$ cat config.mk
export PLATFORM = sky130hd
export DESIGN_NAME = rr_arbiter_flat
export DESIGN_NICKNAME = d
export VERILOG_FILES = /design/src/rtl/rr_arbiter_pkg.sv /design/src/rtl/rr_arbiter_if.sv /design/src/rtl/rr_arbiter_prio_pick.sv /design/src/rtl/rr_arbiter.sv /design/src/flat_wrapper.sv
export SDC_FILE = /design/constraint.sdc
export NUM_CORES = 1
export LEC_CHECK = 0
export CAP_MARGIN = 0
export CORE_AREA = 2 2 39 41
export DETAILED_ROUTE_END_ITERATION = 10
export DIE_AREA = 0 0 41 43
export DONT_BUFFER_PORTS = 1
export HOLD_SLACK_MARGIN = 0.1
export PLACE_DENSITY = 0.7
export SYNTH_ARGS = -nofsm -noshare
export SYNTH_HDL_FRONTEND = slang
export SYNTH_SLANG_ARGS = --single-unit
$ cat constraint.sdc
create_clock -name clk -period 2.75 [get_ports clk]
set_clock_uncertainty 0.05 [all_clocks]
set_input_delay 0.55 -clock clk [delete_from_list [all_inputs] [get_ports clk]]
set_output_delay 0.55 -clock clk [all_outputs]
set_load 0.02 [all_outputs]
$ cat src/rtl/rr_arbiter_pkg.sv
// +-----------------------------------------------------------------------+
// | rr_arb_pkg: shared types and helpers for the round-robin arbiter.     |
// | Revision: 1.0                                                         |
// +-----------------------------------------------------------------------+
`default_nettype none

package rr_arb_pkg;

   typedef enum logic {
      ARB_FIXED = 1'b0,
      ARB_RR    = 1'b1
   } arb_mode_e;

   localparam int C_MAX_REQ = 32;

   // OR of set-bit positions; exact for one-hot and zero inputs.
   function automatic int onehot_to_idx(input logic [C_MAX_REQ-1:0] vec);
      int idx;
      idx = 0;
      for (int k = 0; k < C_MAX_REQ; k++) begin
         if (vec[k]) begin
            idx = idx | k;
         end
      end
      return idx;
   endfunction

endpackage

`default_nettype wire

$ cat src/rtl/rr_arbiter_if.sv
// +-----------------------------------------------------------------------+
// | rr_arbiter_if: request/grant bundle between requesters and arbiter.   |
// | Revision: 1.0                                                         |
// +-----------------------------------------------------------------------+
`default_nettype none

interface rr_arbiter_if
   import rr_arb_pkg::*;
#(
   parameter int NUM_REQ = 4
);
   localparam int ID_W = $clog2(NUM_REQ);

   logic [NUM_REQ-1:0] req_i;
   logic               mode_i;
   logic               hold_i;
   logic [NUM_REQ-1:0] grant_o;
   logic [ID_W-1:0]    grant_id_o;
   logic               grant_valid_o;

   modport master (
      output req_i, mode_i, hold_i,
      input  grant_o, grant_id_o, grant_valid_o
   );

   modport slave (
      input  req_i, mode_i, hold_i,
      output grant_o, grant_id_o, grant_valid_o
   );

endinterface

`default_nettype wire

$ cat src/rtl/rr_arbiter_prio_pick.sv
// +-----------------------------------------------------------------------+
// | prio_pick: lowest-set-bit one-hot select with an any-set flag.        |
// | Revision: 1.0                                                         |
// +-----------------------------------------------------------------------+
`default_nettype none

module prio_pick #(
   parameter int WIDTH = 4
) (
   input  logic [WIDTH-1:0] vec_i,
   output logic [WIDTH-1:0] pick_o,
   output logic             any_o
);

   // Two's-complement trick isolates the lowest set bit.
   assign pick_o = vec_i & (~vec_i + WIDTH'(1));
   assign any_o  = |vec_i;

endmodule

`default_nettype wire

$ cat src/rtl/rr_arbiter.sv
// +-----------------------------------------------------------------------+
// | rr_arbiter: registered fixed-priority / round-robin arbiter with hold.|
// | Revision: 1.0                                                         |
// +-----------------------------------------------------------------------+
`default_nettype none

module rr_arbiter
   import rr_arb_pkg::*;
#(
   parameter int NUM_REQ = 4
) (
   input  logic        clk,
   input  logic        reset_n,
   rr_arbiter_if.slave arb
);

   localparam int ID_W = $clog2(NUM_REQ);

   logic [NUM_REQ-1:0] r_grant;
   logic [ID_W-1:0]    r_grant_id;
   logic               r_grant_valid;
   logic [ID_W-1:0]    r_ptr;

   logic [NUM_REQ-1:0] w_nxt_grant;
   logic [ID_W-1:0]    w_nxt_grant_id;
   logic               w_nxt_grant_valid;
   logic [ID_W-1:0]    w_nxt_ptr;

   logic [NUM_REQ-1:0] w_mask;
   logic [NUM_REQ-1:0] w_req_masked;
   logic [NUM_REQ-1:0] w_pick_masked;
   logic [NUM_REQ-1:0] w_pick_full;
   logic [NUM_REQ-1:0] w_pick_rr;
   logic               w_any_masked;
   logic               w_any_full;
   logic [ID_W-1:0]    w_idx_full;
   logic [ID_W-1:0]    w_idx_rr;
   logic               w_hold;
   arb_mode_e          w_mode;

   // Requesters below the pointer are deferred to the wrap-around pick.
   assign w_mask       = ~((NUM_REQ'(1) << r_ptr) - NUM_REQ'(1));
   assign w_req_masked = arb.req_i & w_mask;

   prio_pick #(.WIDTH(NUM_REQ)) u_pick_masked (
      .vec_i  (w_req_masked),
      .pick_o (w_pick_masked),
      .any_o  (w_any_masked)
   );

   prio_pick #(.WIDTH(NUM_REQ)) u_pick_full (
      .vec_i  (arb.req_i),
      .pick_o (w_pick_full),
      .any_o  (w_any_full)
   );

   assign w_pick_rr  = w_any_masked ? w_pick_masked : w_pick_full;
   assign w_idx_full = ID_W'(onehot_to_idx(C_MAX_REQ'(w_pick_full)));
   assign w_idx_rr   = ID_W'(onehot_to_idx(C_MAX_REQ'(w_pick_rr)));
   assign w_mode     = arb_mode_e'(arb.mode_i);
   assign w_hold     = arb.hold_i && r_grant_valid && arb.req_i[r_grant_id];

   always_comb begin
      w_nxt_grant       = r_grant;
      w_nxt_grant_id    = r_grant_id;
      w_nxt_grant_valid = r_grant_valid;
      w_nxt_ptr         = r_ptr;
      if (w_hold) begin
         w_nxt_grant = r_grant;
      end else if (!w_any_full) begin
         w_nxt_grant       = '0;
         w_nxt_grant_valid = 1'b0;
      end else if (w_mode == ARB_FIXED) begin
         w_nxt_grant       = w_pick_full;
         w_nxt_grant_id    = w_idx_full;
         w_nxt_grant_valid = 1'b1;
      end else begin
         w_nxt_grant       = w_pick_rr;
         w_nxt_grant_id    = w_idx_rr;
         w_nxt_grant_valid = 1'b1;
         w_nxt_ptr         = (w_idx_rr == ID_W'(NUM_REQ - 1)) ? '0 : w_idx_rr + ID_W'(1);
      end
   end

   always_ff @(posedge clk or negedge reset_n) begin
      if (!reset_n) begin
         r_grant       <= '0;
         r_grant_id    <= '0;
         r_grant_valid <= 1'b0;
         r_ptr         <= '0;
      end else begin
         r_grant       <= w_nxt_grant;
         r_grant_id    <= w_nxt_grant_id;
         r_grant_valid <= w_nxt_grant_valid;
         r_ptr         <= w_nxt_ptr;
      end
   end

   assign arb.grant_o       = r_grant;
   assign arb.grant_id_o    = r_grant_id;
   assign arb.grant_valid_o = r_grant_valid;

endmodule

`default_nettype wire

$ cat src/flat_wrapper.sv
// flat-port wrapper written by rule: the top's interface ports become plain ports
module rr_arbiter_flat import rr_arb_pkg::*;
#(
   parameter int NUM_REQ = 4
)
  (clk, reset_n, arb_req_i, arb_mode_i, arb_hold_i, arb_grant_o, arb_grant_id_o, arb_grant_valid_o);
  rr_arbiter_if #(.NUM_REQ(NUM_REQ)) arb_i ();
  input  logic clk;
  input  logic reset_n;
  input wire logic [$bits(arb_i.req_i)-1:0] arb_req_i;
  input wire logic [$bits(arb_i.mode_i)-1:0] arb_mode_i;
  input wire logic [$bits(arb_i.hold_i)-1:0] arb_hold_i;
  output wire logic [$bits(arb_i.grant_o)-1:0] arb_grant_o;
  output wire logic [$bits(arb_i.grant_id_o)-1:0] arb_grant_id_o;
  output wire logic [$bits(arb_i.grant_valid_o)-1:0] arb_grant_valid_o;
  assign arb_i.req_i = arb_req_i;
  assign arb_i.mode_i = arb_mode_i;
  assign arb_i.hold_i = arb_hold_i;
  assign arb_grant_o = arb_i.grant_o;
  assign arb_grant_id_o = arb_i.grant_id_o;
  assign arb_grant_valid_o = arb_i.grant_valid_o;
  rr_arbiter #(.NUM_REQ(NUM_REQ)) u_core (.clk(clk), .reset_n(reset_n), .arb(arb_i));
endmodule
# Word level (Yosys, flattened, before mapping)
# Index checks and enable logic that the tools add are counted.
[op_classes]
n_addsub = 4
magnitude_cmp = 1
n_eq_ne = 1
shift = 1
n_mux = 14
n_bitwise = 7
n_reduce_logical = 6
[op_table]
columns = ["operator", "n"]
rows = [
  ["$and A4 B4 Y4", 3],
  ["$mux W2", 6],
  ["$mux W4", 3],
  ["$not A4 Y4", 3],
  ["$add A4 B1 Y4 const B", 2],
  ["$reduce_or A4 Y1", 2],
  ["$mux W1", 4],
  ["$shl A1 B2 Y4 const A", 1],
  ["$sub A4 B2 Y4 const B", 1],
  ["$lt A2 B3 Y1 const B", 1],
  ["$reduce_and A3 Y1", 1],
  ["$add A2 B1 Y2 const B", 1],
  ["$bmux W1 S2", 1],
  ["$eq A2 B2 Y1 const B", 1],
  ["$logic_and A1 B1 Y1", 2],
  ["$reduce_and A2 Y1", 1],
  ["$not A1 Y1", 1],
]
[word_totals]
reg_bits = 9
out_inout_bits = 7

# Longest topological paths before layout
# Gate-level depths: netlist of the first run.
[logic_depth]
word_depth = 13
ltp_mapped = 6
mapped_depth_nobuf = 4

# Cells and area by module
# A second synthesis of the first run with hierarchy kept.
[unflattened]
hier_cells = 65
area_unflattened_um2 = 678.2
[by_module_without_submodules]
columns = ["mod", "instances", "cells_per_inst", "area_each_um2", "seq_area_each_um2"]
rows = [
  ["rr_arbiter", 1, 55, 598.1, 225.2],
  ["prio_pick", 2, 5, 40.0, 0.0],
]

# Least setup slack after synthesis of the first run
# Ideal clock, no wire load.
[synth_path]
path_type = "input to register"
start = "input port arb_req_i[2]"
end = "register u_core.r_ptr[1]"
setup_ps = 125
arrival_time_ps = 1870
path_slack_ps = 705
path_stages = 5
path_buffers = 1
cell_sequence = "buf_6 -> mux4_2 -> a32oi_4 -> nand2_4 -> mux2_4"
[synth_between]
elab_chain_cells = 9
word_cells_on_any_way = 21
[synth_rtl]
columns = ["element", "line_no", "source"]
rows = [
  ["start: declaration", "flat_wrapper.sv:10", "input wire logic [$bits(arb_i.req_i)-1:0] arb_req_i;"],
  ["$and A4 B4 Y4", "rr_arbiter.sv:43", "assign w_req_masked = arb.req_i & w_mask;"],
  ["$not A4 Y4", "rr_arbiter_prio_pick.sv:16", "assign pick_o = vec_i & (~vec_i + WIDTH'(1));"],
  ["$add A4 B1 Y4", "rr_arbiter_prio_pick.sv:16", ""],
  ["$and A4 B4 Y4", "rr_arbiter_prio_pick.sv:16", ""],
  ["$mux W4", "rr_arbiter.sv:57", "assign w_pick_rr = w_any_masked ? w_pick_masked : w_pick_full;"],
  ["$mux W2 (2 in series)", "rr_arbiter_pkg.sv:21", "if (vec[k]) begin"],
  ["$add A2 B1 Y2 or $eq A2 B2 Y1 (tied branches)", "rr_arbiter.sv:81", "w_nxt_ptr = (w_idx_rr == ID_W'(NUM_REQ - 1)) ? '0 : w_idx_rr + ID_W'(1);"],
  ["$mux W2", "rr_arbiter.sv:81", ""],
  ["end signal: assignment", "rr_arbiter.sv:95", "r_ptr <= w_nxt_ptr;"],
  ["end: declaration", "rr_arbiter.sv:22", "logic [ID_W-1:0] r_ptr;"],
]
# Several ways; a longest one is shown, not always the timed one. The select of a mux whose other input is x is not followed.
# A chain may end at the register's enable or synchronous reset.

# Worst setup path in the final report of the first run
[layout_path]
start = "register u_core.r_grant_id[0] (netlist: u_core.arb.grant_id_o[0])"
end = "register u_core.r_ptr[1]"
[layout_between]
elab_chain_cells = 5
[layout_rtl]
columns = ["element", "line_no", "source"]
rows = [
  ["start: declaration", "rr_arbiter.sv:20", "logic [ID_W-1:0] r_grant_id;"],
  ["start signal: assignment", "rr_arbiter.sv:93", "r_grant_id <= w_nxt_grant_id;"],
  ["$bmux W1 S2", "rr_arbiter.sv:61", "assign w_hold = arb.hold_i && r_grant_valid && arb.req_i[r_grant_id];"],
  ["$mux W1 (implied by the code)", "rr_arbiter.sv:61", ""],
  ["$logic_and A1 B1 Y1", "rr_arbiter.sv:61", ""],
  ["$not A1 Y1 (no source line)", "--", ""],
  ["$reduce_and A3 Y1 (no source line)", "--", ""],
]
# No other way between the ends. The select of a mux whose other input is x is not followed.

==> results of run 1 <==
==> registers in the layout (all words and copies together), names as in the netlist <==
| register | count |
|---|---|
| u_core.arb.grant_id_o | 2 |
| u_core.arb.grant_o | 4 |
| u_core.arb.grant_valid_o | 1 |
| u_core.r_ptr | 2 |
==> layout make-up <==
| type | count | area (um^2) |
|---|---|---|
| fillers | 134 | 726.9 |
| multi-input cells | 48 | 360.3 |
| flip-flops and latches | 9 | 225.2 |
| clock buffers | 4 | 26.28 |
| well taps | 16 | 20.02 |
| inverters | 4 | 15.01 |
| repair buffers | 1 | 10.01 |
==> cells by family (layout without fill, tap and decap cells) <==
family                 after synthesis  in the layout  share of synthesized area, %
AO/OA/AOI/OAI                       26             26                         32.47
flip-flops                           9              9                         35.86
buffers and inverters                8              9                         6.771
multiplexers                         5              5                         10.76
AND/OR/NAND/NOR                     17             17                         14.14
==> worst register-to-register path, delay by kind of cell, from the launching register on <==
family          cells  cell delay, ns
compound gates      1            0.40
flops               1            0.49
mux                 2            0.89
simple gates        1            0.09
==> metal layers <==
metal  track usage [%]  routed length [um]  vias up
li1                  -                   -      245
met3             6.806                 104        4
met1             27.00                 658      247
met2             27.81                 646       23
met5                 0                   0        -
met4             12.00                  36        0
==> power groups by stage <==
stage / sequential (mW) / clock (mW) / combinational (mW)
floorplan: 0.235 / 0 / 0.190
global placement: 0.260 / 0 / 0.184
detailed placement: 0.261 / 0 / 0.187
CTS: 0.258 / 0.113 / 0.192
global route: 0.265 / 0.121 / 0.215
finish: 0.259 / 0.109 / 0.194
==> stage by stage <==
| step | hold slack, ns | utilization (%) | instance area, um^2 |
|---|---|---|---|
| 3_5_place_dp | 0.2047 | 44.85 | 620.6 |
| 3_3_place_gp | 0.2047 | 44.85 | 620.6 |
| 5_1_grt | 0.3900 | 47.47 | 656.9 |
| 6_report | 0.3844 | 47.47 | 656.9 |
| 2_1_floorplan | 0.2044 | - | 628.1 |
| 4_1_cts | 0.3809 | 47.47 | 656.9 |
==> placed cells by master, fill, tap and decap left out, types with 2 or more instances in the layout <==
cell type	instances
dfrtp_1	9
o21ai_0	7
nand2_1	5
nor2b_1	4
inv_1	4
nor2_1	4
o21a_1	3
mux2i_1	3
clkbuf_4	3
o211ai_1	2
a22o_1	2
a211oi_1	2
==> worst paths after layout <==
check	startpoint	to	slack (ns)
min reg2reg	u_core.arb.grant_o[2]	u_core.arb.grant_o[2]	0.57
max	u_core.arb.grant_id_o[0]	u_core.r_ptr[1]	0.72
min in group asynchronous	reset_n	u_core.arb.grant_valid_o	0.60
max in group asynchronous	reset_n	u_core.arb.grant_id_o[0]	1.75
max reg2reg	u_core.arb.grant_id_o[0]	u_core.r_ptr[1]	0.72
min	arb_mode_i	u_core.r_ptr[0]	0.38
==> run_results.csv, run 1 <==
group,metric,value,unit
outcome,outcome,"complete, no violations",
synth,synthTopCellsByCount,"9 x dfrtp_1, 7 x o21ai_0, 5 x nand2_1",
critical_path,crit_family,"multiplexers",
drt,dr.pass1.iters,4,
drt,vias,519,
synth,yosysMostFrequentCell,"dfrtp_1",
place,dp_cells,77,
clocking,cts_root_buf,"clkbuf_4",
drt,wl,1445,um
synth,avgSynthCellArea,9.663,um^2
power_and_ir_drop,combinationalPowerShare,34.6,%
drt,wl_per_cell,17.62,um
clocking,clock_latency,0.27,ns
timing,fin_ws,0.7204,ns
clocking,cts_tree,"done",
critical_path,path_max_fanout,7,
critical_path,rr_worst_depth,4,
clocking,cts.sinks,9,
power_and_ir_drop,pwr-share-seq,46.1,%
power_and_ir_drop,power,0.5614,mW
die,rows,14,
synth,yosysSeqAreaShare,35.86,%
place,post-place-ws,0.7260,ns
synth,async_reset_ff_share,100.0,%
synth,syn_inst,65,
cells_and_area,final_cells,82,
timing,setup_viol,0,
global_route,grt_max_degree,12,
die,initial_core_util,45.39,%
critical_path,cp-end-kind,"register",
power_and_ir_drop,power.density,854.6,nW/um^2
clocking,cts_resized,0,
global_route,grt_pass1_vias,491,
critical_path,crit_type,"reg -> reg",
place,routabilityCongestion,0.8619,
timing,slew_headroom,61.16,%
synth,ys_seq_elements,9,
global_route,grt_overflow,0,
place,dp_hpwl,1073,um
worst_hold_path,worstHoldPathType,"in -> reg",
clocking,clkTransAtPathRegs,0.07,ns
critical_path,cp.arrival,2.14,ns
power_and_ir_drop,internal_power,0.3291,mW
synth,synth_top_cell_by_area,"dfrtp_1",
cells_and_area,syn_to_final_growth,4.582,%
clocking,cts_hold_buffers,1,
global_route,grt_util_all_layers,20.41,%
die,die_h,43,um
synth,ys.flop_type,"dfrtp_1",
die,io_pins,15,
timing,fin_crit_sh,73.81,%
critical_path,slowest_delay,0.59,ns
synth,synth_fp_nets,73,
critical_path,critPathSlowestCell,"mux4_2",
timing,rsz0062_at_grt,"false",
critical_path,cp.depth,4,
drt,drt_iter0_drc,17,
synth,synth-edff-count,0,
drt,vias_per_cell,6.329,
die,die_x,41,um
clocking,numCtsBuffers,3,
power_and_ir_drop,pwr-share-clk,19.3,%
power_and_ir_drop,peakVddDrop,326.1,uV
timing,fmax,0.4927,GHz
clocking,postCtsSetupBuffers,0,
critical_path,critPathBufInv,0,
cells_and_area,antenna_cells,0,
place,port_buffers,0,
power_and_ir_drop,swShare,41.39,%
critical_path,worstPathCellList,"mux4_2 -> a32oi_4 -> nand2_4 -> mux2_4",
synth,synthTopCellsByArea,"dfrtp_1 36%, o21ai_0 5.6%, mux2i_1 4.8%",
timing,fin_tns_setup,0,ns
cells_and_area,nets,75,
critical_path,critPathRequiredTime,2.86,ns
critical_path,cp-start-kind,"register",
synth,netlist_area,628.1,um^2
power_and_ir_drop,p_leak,0.2765,nW
timing,slew_violations,0,
clocking,cts.path.max_buffers,2,
power_and_ir_drop,p_switching,0.2323,mW
synth,synth_top_area_share,35.86,%
timing,hold_viol,0,
timing,layout_min_cycle_time,2.030,ns
clocking,h-tree-depth,1,
run,maxCapViolCount,0,
die,dieArea,1763,um^2
synth,yosys_warnings,0,
synth,ys_types,31,
drt,post-route-drc-count,0,
cells_and_area,final_layout_size_suffix_gt1_share,15.15,%
die,fp.coreArea,1384,um^2
worst_hold_path,min_delay_path_depth,2,
timing,worst_pin_slew,0.5805,ns
drt,ant_nets,0,
global_route,antenna_found_initial,0,
global_route,grt_pass1_wl,2352,um
No activity file was read; power rests on OpenSTA's default activity.
==> inputs of run 2 (changes only) <==
clock period = 1.9 ns   (was 2.75 ns; I/O delays follow)
==> run 2 against run 1 <==
Net effect:
- critical endpoint is now u_core.arb.grant_id_o[1]
- sequential cell count is the same
- fmax rose by 13%
- register-to-register slack got worse by 0.62 ns
==> run_results.csv, run 2 (synthesis gave the netlist of run 1 again) <==
group,metric,value,unit
outcome,outcome,"complete, no violations",
timing,worst_pin_slew,0.4036,ns
global_route,grt_pass1_vias,477,
drt,vias,515,
critical_path,crit_type,"reg -> reg",
cells_and_area,nets,78,
worst_hold_path,min_delay_path_depth,2,
power_and_ir_drop,combinationalPowerShare,37.0,%
critical_path,r2r-end,"u_core.arb.grant_id_o[1]",
timing,slew_headroom,73.00,%
clocking,clkTransAtPathRegs,0.06,ns
drt,post-route-drc-count,0,
place,dp_hpwl,1115,um
die,fp.coreArea,1384,um^2
cells_and_area,layout_common_cells,"8 x dfrtp_1, 7 x o21ai_0, 5 x nand2_1",
critical_path,rr_worst_depth,5,
clocking,postCtsSetupBuffers,0,
cells_and_area,antenna_cells,0,
critical_path,ff2ff_setup_slack,0.10,ns
cells_and_area,largest_reg_flops,4,
cells_and_area,final_cells,85,
place,dp_cells,80,
drt,drt_iter0_drc,16,
cells_and_area,layout_commonest_cell,"dfrtp_1",
die,die_h,43,um
power_and_ir_drop,swShare,40.37,%
die,dieArea,1763,um^2
cells_and_area,final_layout_size_suffix_gt1_share,20.29,%
timing,slew_violations,0,
critical_path,cp-start-kind,"register",
timing,setup_viol,0,
global_route,grt_pass1_wl,2208,um
die,io_pins,15,
timing,fmax,0.5568,GHz
drt,dr.pass1.iters,4,
clocking,cts_tree,"done",
die,die_x,41,um
die,rows,14,
worst_hold_path,worstHoldPathType,"in -> reg",
timing,fin_tns_setup,0,ns
power_and_ir_drop,pwr-share-seq,44.5,%
place,port_buffers,0,
timing,hold_ws,0.2180,ns
critical_path,critPathRequiredTime,1.99,ns
timing,fin_crit_sh,94.53,%
timing,hold_viol,0,
drt,wl,1414,um
global_route,grt_overflow,0,
run,maxCapViolCount,0,
die,initial_core_util,45.39,%
place,post-place-ws,0.09736,ns
drt,vias_per_cell,6.059,
worst_hold_path,hold_start,"arb_req_i[2]",
global_route,grt_util_all_layers,18.91,%
power_and_ir_drop,p_switching,0.3342,mW
clocking,cts_hold_buffers,1,
power_and_ir_drop,power.density,1216,nW/um^2
power_and_ir_drop,p_leak,0.2900,nW
drt,wl_per_cell,16.64,um
power_and_ir_drop,internal_power,0.4936,mW
power_and_ir_drop,peakVddDrop,441.4,uV
power_and_ir_drop,pwr-share-clk,18.5,%
clocking,cts_resized,0,
clocking,clock_latency,0.27,ns
global_route,antenna_found_initial,0,
critical_path,worstSetupStartpoint,"u_core.arb.grant_id_o[0]",
clocking,cts.path.max_buffers,2,
critical_path,cp.arrival,1.88,ns
critical_path,path_max_fanout,6,
clocking,numCtsBuffers,3,
drt,ant_nets,0,
clocking,cts.sinks,9,
clocking,h-tree-depth,1,
timing,rsz0062_at_grt,"false",
timing,layout_min_cycle_time,1.796,ns
critical_path,r2r-start,"u_core.arb.grant_id_o[0]",
critical_path,cp-end-kind,"register",
timing,fin_ws,0.1039,ns
worst_hold_path,hold_end,"u_core.arb.grant_valid_o",
cells_and_area,final_util,49.19,%
clocking,cts_root_buf,"clkbuf_4",
place,routabilityCongestion,0.9204,
cells_and_area,syn_to_final_growth,8.367,%
global_route,grt_max_degree,12,
[run 2: cell count changes in the layout (fill, tap and decap cells not counted), sizes merged]
cell / before / now
buf: 0 / 3
[run 2: through the flow]
step	area [um^2]	power (mW)
after global routing	680.7	0.8812
after detailed placement	644.4	0.6703
after CTS	680.7	0.8276
after floorplan	629.4	0.6154
final	680.7	0.8277
after global placement	644.4	0.6616
[run 2: layout make-up]
cell class	instances	area, um^2
multi-input combinational	48	360.3
timing repair buffer	4	32.53
sequential	9	226.5
tap	16	20.02
clock buffer	4	26.28
inverter	4	15.01
fill	127	703.2
[run 2: worst max-delay path by stage]
stage | endpoint | slack (ns)
6_report | u_core.arb.grant_id_o[1] | 0.10
5_1_grt | u_core.arb.grant_id_o[1] | 0.05
4_1_cts | u_core.arb.grant_id_o[1] | 0.1
3_5_place_dp | u_core.arb.grant_id_o[1] | 0.1
3_3_place_gp | u_core.arb.grant_id_o[1] | 0.17
2_1_floorplan | u_core.r_ptr[1] | 0.03
[run 2: power groups by stage]
stage | Clock, mW | Combinational, mW | Sequential, mW
global placement | 0 | 0.296 | 0.366
finish | 0.153 | 0.306 | 0.368
detailed placement | 0 | 0.302 | 0.368
global route | 0.169 | 0.337 | 0.376
floorplan | 0 | 0.274 | 0.342
CTS | 0.154 | 0.307 | 0.366
[run 2: worst max-delay path, stage by stage, from the launching register on]
cell and delay, ns:
dfrtp_2 0.38, mux4_2 0.55, a32oi_4 0.28, buf_4 0.18, mux2i_1 0.18, a31oi_1 0.05
[run 2: metal layers]
| metal | vias to the layer above | share of wire, % | track usage [%] |
|---|---|---|---|
| li1 | 251 | - | - |
| met1 | 243 | 44 | 24.67 |
| met2 | 19 | 47 | 26.56 |
| met3 | 2 | 7.5 | 6.283 |
| met4 | 0 | 1.1 | 10.00 |
| met5 | - | 0 | 0 |
==> inputs of run 3 (changes only) <==
CTS_CLUSTER_DIAMETER = 200   (was default)
PLACE_DENSITY = default   (was 0.7)
PLACE_DENSITY_LB_ADDON = 0.15   (was default)
==> run 3 against run 2 <==
Net effect:
- register-to-register slack gained 0.02 ns
- fmax grew 0.85%
- sequential share of layout area shrank 0.36 points
- sequential cell count is the same
- utilization grew 0.54 points
- combinational power grew 7.8%
- cell area grew 1.1%
- clock power is essentially flat
- final cell count grew 1.2%
- clock-buffer cell count is the same
- first-iteration DRC count is the same
- non-clock buffer count grew 1
- critical endpoint is now u_core.arb.grant_id_o[0]
- largest cell class unchanged
- largest power group unchanged
- highest routed layer unchanged
==> run_results.csv, run 3 (synthesis gave the netlist of run 1 again) <==
group,metric,value,unit
clocking,clock_latency,0.26,ns
timing,fmax,0.5615,GHz
power_and_ir_drop,p_leak,0.2949,nW
critical_path,cp-end-kind,"register",
die,io_pins,15,
die,initial_core_util,45.39,%
critical_path,rr_worst_depth,5,
die,dieArea,1763,um^2
clocking,cts_resized,0,
clocking,clkTransAtPathRegs,0.06,ns
clocking,cts.path.max_buffers,2,
outcome,outcome,"complete, no violations",
cells_and_area,nets,79,
critical_path,cp-start-kind,"register",
cells_and_area,final_layout_size_suffix_gt1_share,21.43,%
place,port_buffers,0,
clocking,cts_tree,"done",
timing,fin_ws,0.1190,ns
die,die_x,41,um
power_and_ir_drop,power.density,1213,nW/um^2
global_route,grt_max_degree,12,
clocking,numCtsBuffers,3,
critical_path,critPathRequiredTime,2.00,ns
clocking,cts.sinks,9,
critical_path,cp.arrival,1.88,ns
timing,fin_tns_setup,0,ns
timing,setup_viol,0,
drt,post-route-drc-count,0,
timing,worst_pin_slew,0.3963,ns
critical_path,r2r-end,"u_core.arb.grant_id_o[0]",
critical_path,path_max_fanout,4,
global_route,grt_util_all_layers,18.81,%
clocking,h-tree-depth,1,
place,post-place-ws,0.1033,ns
worst_hold_path,hold_start,"arb_req_i[2]",
drt,wl,1444,um
global_route,grt_overflow,0,
place,post_dp_cell_area,651.9,um^2
timing,layout_min_cycle_time,1.781,ns
clocking,cts_root_buf,"clkbuf_4",
cells_and_area,fill_cells,132,
cells_and_area,layout_common_cells,"8 x dfrtp_1, 7 x o21ai_0, 5 x nand2_1",
clocking,postCtsSetupBuffers,0,
place,dp_hpwl,1112,um
cells_and_area,largest_reg_flops,4,
drt,dr.pass1.iters,4,
cells_and_area,antenna_cells,0,
place,routabilityCongestion,0.8662,
die,fp.coreArea,1384,um^2
global_route,grt_pass1_vias,491,
timing,fin_crit_sh,93.74,%
run,maxCapViolCount,0,
timing,hold_viol,0,
timing,rsz0062_at_grt,"false",
cells_and_area,final_util,49.73,%
die,die_h,43,um
worst_hold_path,hold_end,"u_core.arb.grant_valid_o",
cells_and_area,layout_commonest_cell,"dfrtp_1",
die,rows,14,
critical_path,r2r-start,"u_core.arb.grant_id_o[0]",
worst_hold_path,min_delay_path_depth,2,
drt,drt_iter0_drc,16,
timing,slew_headroom,73.49,%
drt,vias,524,
timing,slew_violations,0,
global_route,antenna_found_initial,0,
power_and_ir_drop,power,0.8347,mW
drt,ant_nets,0,
critical_path,ff2ff_setup_slack,0.12,ns
cells_and_area,multi_input_area,360.3,um^2
drt,vias_per_cell,6.093,
power_and_ir_drop,peakVddDrop,420.8,uV
cells_and_area,stdcell_area,688.2,um^2
critical_path,crit_type,"reg -> reg",
cells_and_area,syn_to_final_growth,9.562,%
drt,wl_per_cell,16.79,um
worst_hold_path,worstHoldPathType,"in -> reg",
cells_and_area,regArea,226.5,um^2
global_route,grt_pass1_wl,2256,um
## run 3: cell count changes in the layout (fill, tap and decap cells not counted)
cell   change
buf_4      +1
## run 3: power by group
| group | internal, mW | leakage (nW) | total [mW] | switching [mW] |
|---|---|---|---|---|
| Clock | 0.0812 | 0.0150 | 0.151 | 0.0700 |
| Combinational | 0.169 | 0.173 | 0.330 | 0.161 |
| Sequential | 0.252 | 0.107 | 0.354 | 0.102 |
## run 3: critical path: stages, from the launching register on
cell and delay [ns]:
dfrtp_2 0.37, mux4_2 0.53, a32oi_4 0.32, buf_4 0.18, nor2b_1 0.04, a31o_1 0.17
## run 3: timing repair
action | 4_1_cts | 5_1_grt
hold endpoints to repair | 9 | 0
setup endpoints to repair | 0 | 0
hold buffers | 1 | 0
## run 3: worst max path at each step
stage,startpoint,end,slack [ns]
global route,u_core.arb.grant_id_o[0],u_core.arb.grant_id_o[0],0.06
CTS,u_core.arb.grant_id_o[0],u_core.arb.grant_id_o[0],0.11
detailed placement,u_core.arb.grant_id_o[0],u_core.arb.grant_id_o[0],0.10
finish,u_core.arb.grant_id_o[0],u_core.arb.grant_id_o[0],0.12
global placement,u_core.arb.grant_id_o[0],u_core.arb.grant_id_o[0],0.13
floorplan,arb_req_i[2],u_core.r_ptr[1],0.03
## run 3: metal layers
| layer | global-route usage, % | vias to the layer above | share of wire (%) |
|---|---|---|---|
| li1 | - | 253 | - |
| met1 | 25.00 | 253 | 48 |
| met2 | 27.19 | 16 | 45 |
| met3 | 5.759 | 2 | 6.9 |
| met4 | 8.000 | 0 | 0.97 |
| met5 | 0 | - | 0 |
## run 3: final cells by class
type	count	share of cell area [%]
multi-input cells	48	52.36
flip-flops and latches	9	32.91
repair buffers	5	5.818
clock buffers	4	3.818
well taps	16	2.909
inverters	4	2.182
## run 3: per-stage QoR
step                cells  hold slack, ns
global route           86          0.1975
CTS                    86          0.1874
global placement       81         0.03463
floorplan              65         0.03441
detailed placement     81         0.03465
finish                 86          0.1876
